==> src/rtl/mac_accumulator.sv <==
// Block accumulator for products from a sequential multiplier; emits one sum per block.
// Optional sticky overwrite flag acc_overrun_o is built when MAC_ACC_OVERRUN_EN is defined.
module mac_accumulator (
  input  logic        acc_clk_i,
  input  logic        acc_reset_i,
  input  logic [9:0]  product_i,
  input  logic        product_valid_i,
  input  logic [3:0]  length_i,
  input  logic        acc_ready_i,
  output logic [13:0] acc_result_o,
  output logic        acc_valid_o,
  output logic [3:0]  acc_count_o,
  output logic        acc_busy_o
`ifdef MAC_ACC_OVERRUN_EN
  ,
  output logic        acc_overrun_o
`endif
);

  typedef enum logic {
    ST_IDLE  = 1'b0,
    ST_ACCUM = 1'b1
  } state_t;

  state_t      r_state;
  state_t      w_stateNext;

  logic        r_prevValid;
  logic [3:0]  r_lenQ;
  logic [3:0]  r_count;
  logic [13:0] r_sumQ;
  logic [13:0] r_result;
  logic        r_valid;

  logic        w_capture;
  logic [3:0]  w_lenSel;
  logic [4:0]  w_target;
  logic        w_complete;
  logic [13:0] w_sumAdd;
  logic [3:0]  w_lenNext;
  logic [3:0]  w_countNext;
  logic [13:0] w_sumQNext;
  logic [13:0] w_resultNext;
  logic        w_validNext;

  // A held-high valid level yields a single capture on its rising transition.
  assign w_capture = product_valid_i & ~r_prevValid;

  always_comb begin
    w_stateNext  = r_state;
    w_lenNext    = r_lenQ;
    w_countNext  = r_count;
    w_sumQNext   = r_sumQ;
    w_lenSel     = r_lenQ;
    w_sumAdd     = r_sumQ + {4'b0000, product_i};
    w_complete   = 1'b0;
    w_resultNext = r_result;
    w_validNext  = r_valid;

    case (r_state)
      ST_IDLE: begin
        if (w_capture) begin
          w_lenSel  = length_i;
          w_lenNext = length_i;
          w_sumAdd  = {4'b0000, product_i};
        end
      end
      ST_ACCUM: begin
      end
      default: begin
        w_stateNext = ST_IDLE;
      end
    endcase

    w_target = (w_lenSel == 4'd0) ? 5'd16 : {1'b0, w_lenSel};

    if (w_capture) begin
      if (({1'b0, r_count} + 5'd1) == w_target) begin
        w_complete  = 1'b1;
        w_sumQNext  = 14'd0;
        w_countNext = 4'd0;
        w_stateNext = ST_IDLE;
      end else begin
        w_sumQNext  = w_sumAdd;
        w_countNext = r_count + 4'd1;
        w_stateNext = ST_ACCUM;
      end
    end

    // A completion wins over an ack: the new sum is loaded and stays valid.
    if (w_complete) begin
      w_resultNext = w_sumAdd;
      w_validNext  = 1'b1;
    end else if (r_valid && acc_ready_i) begin
      w_validNext  = 1'b0;
    end
  end

  always_ff @(posedge acc_clk_i) begin
    if (acc_reset_i) begin
      r_state     <= ST_IDLE;
      r_prevValid <= 1'b1;
      r_lenQ      <= 4'd0;
      r_count     <= 4'd0;
      r_sumQ      <= 14'd0;
      r_result    <= 14'd0;
      r_valid     <= 1'b0;
    end else begin
      r_state     <= w_stateNext;
      r_prevValid <= product_valid_i;
      r_lenQ      <= w_lenNext;
      r_count     <= w_countNext;
      r_sumQ      <= w_sumQNext;
      r_result    <= w_resultNext;
      r_valid     <= w_validNext;
    end
  end

`ifdef MAC_ACC_OVERRUN_EN
  logic r_overrun;
  logic w_overrunSet;

  assign w_overrunSet = w_complete & r_valid & ~acc_ready_i;

  always_ff @(posedge acc_clk_i) begin
    if (acc_reset_i) begin
      r_overrun <= 1'b0;
    end else if (w_overrunSet) begin
      r_overrun <= 1'b1;
    end
  end

  assign acc_overrun_o = r_overrun;
`endif

  assign acc_result_o = r_result;
  assign acc_valid_o  = r_valid;
  assign acc_count_o  = r_count;
  assign acc_busy_o   = (r_count != 4'd0);

endmodule
==> config.mk <==
export PLATFORM = sky130hd
export DESIGN_NAME = mac_accumulator
export DESIGN_NICKNAME = d
export VERILOG_FILES = /design/src/rtl/mac_accumulator.sv
export SDC_FILE = /design/constraint.sdc
export NUM_CORES = 1
export LEC_CHECK = 0
export ABC_AREA = 0
export CAP_MARGIN = 20
export CORE_MARGIN = 10
export CORE_UTILIZATION = 30
export CTS_CLUSTER_DIAMETER = 60
export DETAILED_ROUTE_END_ITERATION = 7
export PLACE_DENSITY = 0.48
export RECOVER_POWER = 100
export SYNTH_ARGS = -nofsm -noshare
export SYNTH_HDL_FRONTEND = slang
export SYNTH_SLANG_ARGS = --single-unit
==> constraint.sdc <==
create_clock -name acc_clk_i -period 6.5 [get_ports acc_clk_i]
set_input_delay 1.3 -clock acc_clk_i [delete_from_list [all_inputs] [get_ports acc_clk_i]]
set_output_delay 1.3 -clock acc_clk_i [all_outputs]
set_load 0.02 [all_outputs]
# Word level (Yosys, flattened, before mapping)

Cells that the tools add are included.
Widths: inputs -> output; s select.

$add $sub $neg: 3
Eq/ne operators: 1
Multiplexer cells: 12
Bitwise gates (word level): 2
Reduce and logical (&&, ||, !) cells: 4

Operators by type and width:

| cell                | number |
|---|---|
| $mux 14             | 3 |
| $add 14x10->14      | 1 |
| $mux 4              | 3 |
| $add 4x1->5 const B | 1 |
| $eq 5x5->1          | 1 |
| $mux 1              | 5 |
| $mux 5              | 1 |
| $add 4x1->4 const B | 1 |
| $logic_not 4->1     | 1 |
| $reduce_bool 4->1   | 1 |
| $reduce_bool 2->1   | 1 |
| $and 1x1->1         | 1 |
| $logic_and 1x1->1   | 1 |
| $not 1->1           | 1 |

Register bits: 39
Input bits: 18
Output and inout port bits: 20
Logic and storage cells: 29

# Longest topological paths before layout

Gate-level depths: netlist (run 1).

Depth in word-level cells: 10
Mapped depth: 9

# Least setup slack after synthesis (run 1)

OpenSTA, ideal clock, no wires.

Path type: input port to flip-flop
Start point: input port product_i[0]
End point: register r_result[12], in the netlist acc_result_o[12]
Setup time: 0.088 ns
Arrival time: 3.341 ns
Setup slack: 3.071 ns
Cell stages on the path: 8
Cell sequence: ha_1 -> fa_1 -> a211oi_1 -> nor3_1 -> o32ai_1 -> o21ai_0 -> a21bo_1 -> o32ai_2

Word-level cells in the longest chain between the ends: 3

Ends and longest elaborated chain:

| what                 | line | RTL |
|---|---|---|
| from (decl)          | 6    | `input logic [9:0] product_i,` |
| $add 14x10->14 *     | 55   | `w_sumAdd = r_sumQ + {4'b0000, product_i};` |
| $mux 14              | 62   | `if (w_capture) begin` |
| $mux 14 *            | 60   | `case (r_state)` |
| to (signal assigned) | 114  | `r_result <= w_resultNext;` |
| to (decl)            | 32   | `logic [13:0] r_result;` |

Mark *: on every way between the ends. The rest lies on a longest branch, timed or not.
A chain may end at the register's enable or synchronous reset.

# Worst setup path in the final report (run 1)

Start point: input port product_valid_i
End point: register r_count[2], in the netlist acc_count_o[2]

Word-level cells in the longest chain between the ends: 7

Ends and longest elaborated chain:

| what                 | line | RTL |
|---|---|---|
| from (decl)          | 7    | `input logic product_valid_i,` |
| $and 1x1->1 *        | 47   | `assign w_capture = product_valid_i & ~r_prevValid;` |
| $mux 4 (2 in a row)  | -    |  |
| $logic_not 4->1      | 75   | `w_target = (w_lenSel == 4'd0) ? 5'd16 : {1'b0, w_lenSel};` |
| $mux 5               | 75   |  |
| $eq 5x5->1           | 78   | `if (({1'b0, r_count} + 5'd1) == w_target) begin` |
| $mux 4               | 78   |  |
| to (signal assigned) | 112  | `r_count <= w_countNext;` |
| to (decl)            | 30   | `logic [3:0] r_count;` |

Marks and branches as above.

==> results of run 1 <==
## cells by family (layout without fill, tap and decap cells)
group	Yosys count	in the layout
AO/OA/AOI/OAI	65	65
flip-flops	39	39
AND/OR/NAND/NOR	81	81
XOR/XNOR	18	18
buffers and inverters	16	55
adder cells (fa/ha/maj)	13	13
multiplexers	13	13
## flip-flops by register name, summed over array words and instances (netlist names)
register and flops:
acc_result_o 14, r_sumQ 14, acc_count_o 4, r_lenQ 4
acc_valid_o 1, r_prevValid 1, r_state 1
## metrics by stage
| step | area, sq um | hold WS (ns) | power [mW] |
|---|---|---|---|
| after floorplan | 2173 | 0.4291 | 0.3101 |
| after global routing | 2661 | 0.4889 | 0.5247 |
| after global placement | 2638 | 0.4430 | 0.3414 |
| after detailed placement | 2638 | 0.4530 | 0.3411 |
| final | 2661 | 0.4669 | 0.4946 |
| after CTS | 2723 | 0.4715 | 0.5083 |
## synth_stat cells, drive strengths merged, types with 5 or more instances
cell | instances | area, sq um
a211oi | 11 | 117.6
a21oi | 13 | 65.06
clkbuf | 6 | 22.52
dfxtp | 39 | 780.8
ha | 12 | 150.1
inv | 6 | 22.52
mux2i | 13 | 130.1
nand2 | 21 | 78.83
nand3 | 6 | 35.03
nor2 | 34 | 127.6
nor3 | 5 | 25.02
o21ai | 20 | 100.1
xnor2 | 7 | 61.31
xor2 | 11 | 96.34
## routing by layer
layer  share of wire  up-vias
li1                -      946
met1            0.50      824
met2            0.45       38
met3           0.040        7
met4           0.014        0
met5               0        -
## layout make-up
cell class | count | area share
repair buffers | 41 | 0.1476
clock inverters | 2 | 0.004701
clock buffers | 6 | 0.02727
well taps | 96 | 0.04513
inverters | 6 | 0.008463
multi-input cells | 190 | 0.4734
flip-flops and latches | 39 | 0.2934
## cell usage in the layout (no fill, tap or decap), types with 6 or more instances in the layout
master	netlist	routed
dlygate4sd3_1	0	22
nand2_1	21	21
xor2_1	11	11
inv_1	6	6
mux2i_1	13	13
a211oi_1	4	8
ha_1	12	12
a21oi_1	13	13
o21ai_0	20	20
clkdlybuf4s50_1	0	15
dfxtp_1	39	39
xnor2_1	7	7
nor2_1	34	34
## how the worst max path moves through the flow
| stage | endpoint | from | depth (start not counted) |
|---|---|---|---|
| floorplan | acc_result_o[12] | product_i[0] | 8 |
| global placement | acc_count_o[2] | product_valid_i | 9 |
| detailed placement | acc_count_o[2] | product_valid_i | 9 |
| CTS | acc_count_o[2] | product_valid_i | 9 |
| global route | acc_count_o[2] | product_valid_i | 9 |
| finish | acc_count_o[2] | product_valid_i | 9 |
## power breakdown
part	internal, mW	switching (mW)
Sequential	0.244	0.00372
Clock	0.0751	0.0891
Combinational	0.0354	0.0472
## tightest hold or removal path, delay by kind of cell (launching register included)
family,cells,cell delay [ns]
flops,1,0.34
simple gates,1,0.04
compound gates,1,0.06
==> run summary, run 1 <==
Cell depth of the worst min-delay path: 2
Clock Skew: 0.006646 ns
Post-synthesis compound-gate area fraction: 0.2136
Delay-heaviest family, CP: buffers and inverters
CP Cell Sequence: dlygate4sd3_1, nor3b_1, clkbuf_1, mux2i_1, xor2_1, nand3_2, o311ai_2, o22ai_1, a21o_1
R2R Path End: acc_count_o[2]
Placed Cells: 372
Status: complete, no violations
Final core area utilization: 0.3853
Cells after Synth: 245
Worst Hold Class: flip-flop to flip-flop
Largest net degree at the start of global routing: 31
TritonCTS clock tree: built
Final-report hold violation count: 0
Post-CTS sizing: 0
Die height: 105.1 microns
Worst Path Buf+Inv: 2
Root Driver: clkbuf_8
Max clock buf depth: 2
Synth Area in XOR/XNOR: 0.07254
Mean Syn Cell Area: 8.871 sq um
M2 GR Usage: 0.1512
Antenna diodes: 0
Worst-margin pin slew: 1.453 ns
PwrDens: 185.8 nW/um^2
Die X: 105.1 microns
Origin of the critical flop-to-flop path: r_state
Residual DRC count: 0
Synth Area in Adders: 0.07830
Worst-skew pair later-pin latency: 0.29 ns
Total number of vias: 1815
CP Data Required Time: 6.69 ns
Final worst setup slack: 1.516 ns
Seq cells post-synth: 39
WHS Endpoint: r_sumQ[3]
Area growth syn-to-layout: 22.45%
Pre-CTS WS: 2.015 ns
Slew margin rel.: 0.03142
Slowest CP cell: clkbuf_1
Total nets after synthesis: 276
Worst EP arrival: 5.17 ns
Via density per instance: 4.776
Post-CTS Setup Inserts: 0
Reg2Reg Depth: 8
Final non-filler cell total: 380
Max VDD drop: 0.07660 mV
Final setup fails: 0
Number of core rows: 30
Area of the multi-input gates: 1260 sq um
Crit path capture type: flip-flop
Flip-flop and latch area: 780.7 sq um
Vias in the first global route: 1751
WL/cell: 14.20 microns
Initial DRC Count: 66
Nets: 314
R2r setup slk: 2.77 ns
Achievable frequency: 0.2006 GHz
First-pass GRT wire length: 9142 microns
Most common flop cell mapped by yosys: dfxtp_1
Detailed placement HPWL: 4076 microns
Largest family of logic cells by synthesized area: compound AO/OA/AOI/OAI gates
Crit Path Category: primary input to flip-flop
Asr flop ratio synth: 0
# port buffers: 37
Filler instances: 734
H-tree depth: 2
Min Clock Period, post-route: 4.984 ns
GRT met1 Usage: 0.1347
Pre-Repair DR Iteration Count: 4
Lkg Pwr: 1.027 nW
Critical path launch point type: primary input
Final period util: 0.7668
Slowest stage delay, CP: 1.08 ns
Max Cap Viol: 0
Mux cell area share after synthesis: 0.05987
Unrepaired setup endpoints after global routing: no
Clock Pin Slew Worst Setup and Hold Paths: 0.08 ns
Core area: 6907 sq um
CP Max Fanout: 30
CTS Sinks: 39
I/O pin total: 38
GRT Util Overall: 0.1002
Share of cells above drive strength 1: 0.05634
Synth cell types: 44
Initial antenna violation count: 0
Hold_buf cts: 0
Yosys Warn Count: 0
Routing usage on met3: 0.02457
Min-delay src: r_sumQ[3]
Routability cong.: 0.7503
Sequential-to-total area share from yosys stat: 0.3592
Final wirelength: 5395 microns
CTS buffer count: 5
Max-slew violation count: 0
Syn Std Cell Area: 2173 sq um
Initial Utilization: 0.3147
Simple-Gate Fraction of Synth Area: 0.1802
Setup tns final: 0 ns
Die area: 11050 sq um
GR peak layer: met2
Antenna Nets Post-Route: 0
EDFF count, synth: 0
Gr ovfl total: 0
Power figures use the tool's default switching activity.
==> run 2, diff against run 1 <==
--- a/config.mk
+++ b/config.mk
@@ -11,7 +11,7 @@
 export CORE_UTILIZATION = 30
 export CTS_CLUSTER_DIAMETER = 60
 export DETAILED_ROUTE_END_ITERATION = 7
-export PLACE_DENSITY = 0.48
+export PLACE_DENSITY = 0.5
 export RECOVER_POWER = 100
 export SYNTH_ARGS = -nofsm -noshare
 export SYNTH_HDL_FRONTEND = slang
==> constraint.sdc (replaced) <==
create_clock -name acc_clk_i -period 4.51 [get_ports acc_clk_i]
set_input_delay 0.902 -clock acc_clk_i [delete_from_list [all_inputs] [get_ports acc_clk_i]]
set_output_delay 0.902 -clock acc_clk_i [all_outputs]
set_load 0.02 [all_outputs]
==> run summary, run 2 (synthesized netlist as in run 1, its figures left out) <==
Status: complete, no violations
Antenna diodes: 0 (unchanged)
CTS Sinks: 39 (unchanged)
TritonCTS clock tree: built
Worst Hold Class: flip-flop to flip-flop
Worst-skew pair later-pin latency: 0.30 ns (about the same)
Initial Utilization: 0.3147 (unchanged)
H-tree depth: 2 (unchanged)
Setup tns final: 0 ns (unchanged)
Root Driver: clkbuf_8
Antenna Nets Post-Route: 0 (unchanged)
Hold_buf cts: 0 (unchanged)
Core area: 6907 sq um (unchanged)
Routability cong.: 0.8004 (+6.7%)
Crit Path Category: primary input to flip-flop
CP Cell Sequence: clkdlybuf4s50_1, nor3b_1, mux2i_1, xor2_1, nand3_1, nor4_1, buf_4, a21bo_1, o32ai_1
Achievable frequency: 0.2589 GHz
Vias in the first global route: 1871 (+6.9%)
Unrepaired setup endpoints after global routing: no
Max-slew violation count: 0 (unchanged)
Pre-Repair DR Iteration Count: 4 (unchanged)
Largest net degree at the start of global routing: 25 (-19%)
Via density per instance: 4.757 (-0.41%)
Total number of vias: 1817 (+0.11%)
CTS buffer count: 5 (unchanged)
Delay-heaviest family, CP: simple AND/OR/NAND/NOR gates
CP Max Fanout: 8 (-73%)
PwrDens: 303.2 nW/um^2 (+63%)
Clock Pin Slew Worst Setup and Hold Paths: 0.08 ns (about the same)
Pwr Total: 0.8300 mW (+68%)
Max clock buf depth: 2 (unchanged)
Die X: 105.1 microns (unchanged)
Min Clock Period, post-route: 3.863 ns
Critical path launch point type: primary input
Initial antenna violation count: 0 (unchanged)
Max VDD drop: 0.1301 mV (+70%)
Post-CTS Setup Inserts: 0 (unchanged)
I/O pin total: 38 (unchanged)
Most frequent cells in the layout: dfxtp_1, nor2_1, nand2_1, dlygate4sd3_1, o21ai_0
Slowest CP cell: nor3b_1
Clock Skew: 0.007205 ns (+0.0005593 ns)
Worst EP arrival: 4.07 ns (-1.10 ns)
Residual DRC count: 0 (unchanged)
Post-CTS sizing: 0 (unchanged)
# port buffers: 37 (unchanged)
Die height: 105.1 microns (unchanged)
Gr ovfl total: 0 (unchanged)
Number of core rows: 30 (unchanged)
Lkg Pwr: 1.065 nW (+3.7%)
Crit path capture type: flip-flop
Final setup fails: 0 (unchanged)
WL/cell: 14.31 microns (+0.80%)
Final wirelength: 5467 microns (+1.3%)
Slew margin rel.: 0.1279 (+0.09650)
First-pass GRT wire length: 9177 microns (+0.38%)
Initial DRC Count: 84 (+27%)
CP Data Required Time: 4.72 ns (-1.97 ns)
Area growth syn-to-layout: 25.96%
Worst-margin pin slew: 1.308 ns (-0.1447 ns)
Slowest stage delay, CP: 0.85 ns (-0.23 ns)
Final-report hold violation count: 0 (unchanged)
Worst Path Buf+Inv: 2 (unchanged)
Nets: 316 (+0.64%)
Share of cells above drive strength 1: 0.07343 (+0.01709)
Leading cell type in the layout, fill and taps excluded: dfxtp_1
Detailed placement HPWL: 4053 microns (-0.57%)
Final period util: 0.8565
Die area: 11050 sq um (unchanged)
Max Cap Viol: 0 (unchanged)
GRT Util Overall: 0.1015 (+0.001313)
## run 2: cell count changes in the layout (fill, tap and decap cells not counted)
cell	before	now
buf_4	2	5
nand3_2	1	0
clkinv_2	1	0
clkinvlp_4	1	0
clkdlybuf4s50_1	15	16
and2_1	2	1
and2_0	0	1
a211oi_2	3	6
a211oi_1	8	5
dlygate4sd3_1	22	21
nand3_1	5	6
bufinv_16	0	2
clkbuf_1	3	2
## run 2: worst reg2reg max path, delay by kind of cell (launching register included)
kind / cells / cell delay, ns
AO/OA/AOI/OAI: 2 / 0.43
XOR/XNOR: 1 / 0.18
buffers and inverters: 1 / 0.27
flip-flops: 1 / 0.32
multiplexers: 1 / 0.36
AND/OR/NAND/NOR: 3 / 1.42
## run 2: stage by stage
stage	cells	hold slack, ns	instance area (sq um)	util	worst slack (ns)
after floorplan	245	0.4291	2173	-	1.479
after global placement	374	0.4480	2653	0.3841	0.8305
after detailed placement	374	0.4542	2653	0.3841	0.7559
after CTS	382	0.4736	2785	0.4033	1.052
after global routing	382	0.4967	2738	0.3964	0.4358
final	382	0.4692	2738	0.3964	0.6473
## run 2: cell type report
cell class,instances,area (sq um)
Tap cell,96,120.1
Sequential cell,39,780.7
Inverter,6,22.52
Multi-Input combinational cell,190,1270
Fill cell,728,4169
Timing Repair Buffer,43,411.6
Clock buffer,6,72.57
Clock inverter,2,60.06
## run 2: routing by layer
metal / global-route usage / share of wire
met5: 0 / 0
met3: 0.03440 / 0.045
met4: 0.03529 / 0.015
met1: 0.1277 / 0.51
met2: 0.1575 / 0.43
## run 2: power breakdown
| group | total (mW) | switching, mW | internal [mW] | leakage [nW] |
|---|---|---|---|---|
| sequential | 0.357 | 0.00546 | 0.352 | 0.316 |
| combinational | 0.119 | 0.0672 | 0.0518 | 0.685 |
| clock | 0.354 | 0.133 | 0.221 | 0.0654 |
## run 2: final timing paths
check / end / cells after the start / slack (ns) / startpoint
worst min register to register: r_sumQ[0] / 2 / 0.47 / r_sumQ[0]
worst max-delay path: acc_result_o[12] / 9 / 0.65 / product_valid_i
worst min-delay path: r_sumQ[0] / 2 / 0.47 / r_sumQ[0]
worst max register to register: acc_result_o[12] / 8 / 1.44 / r_state
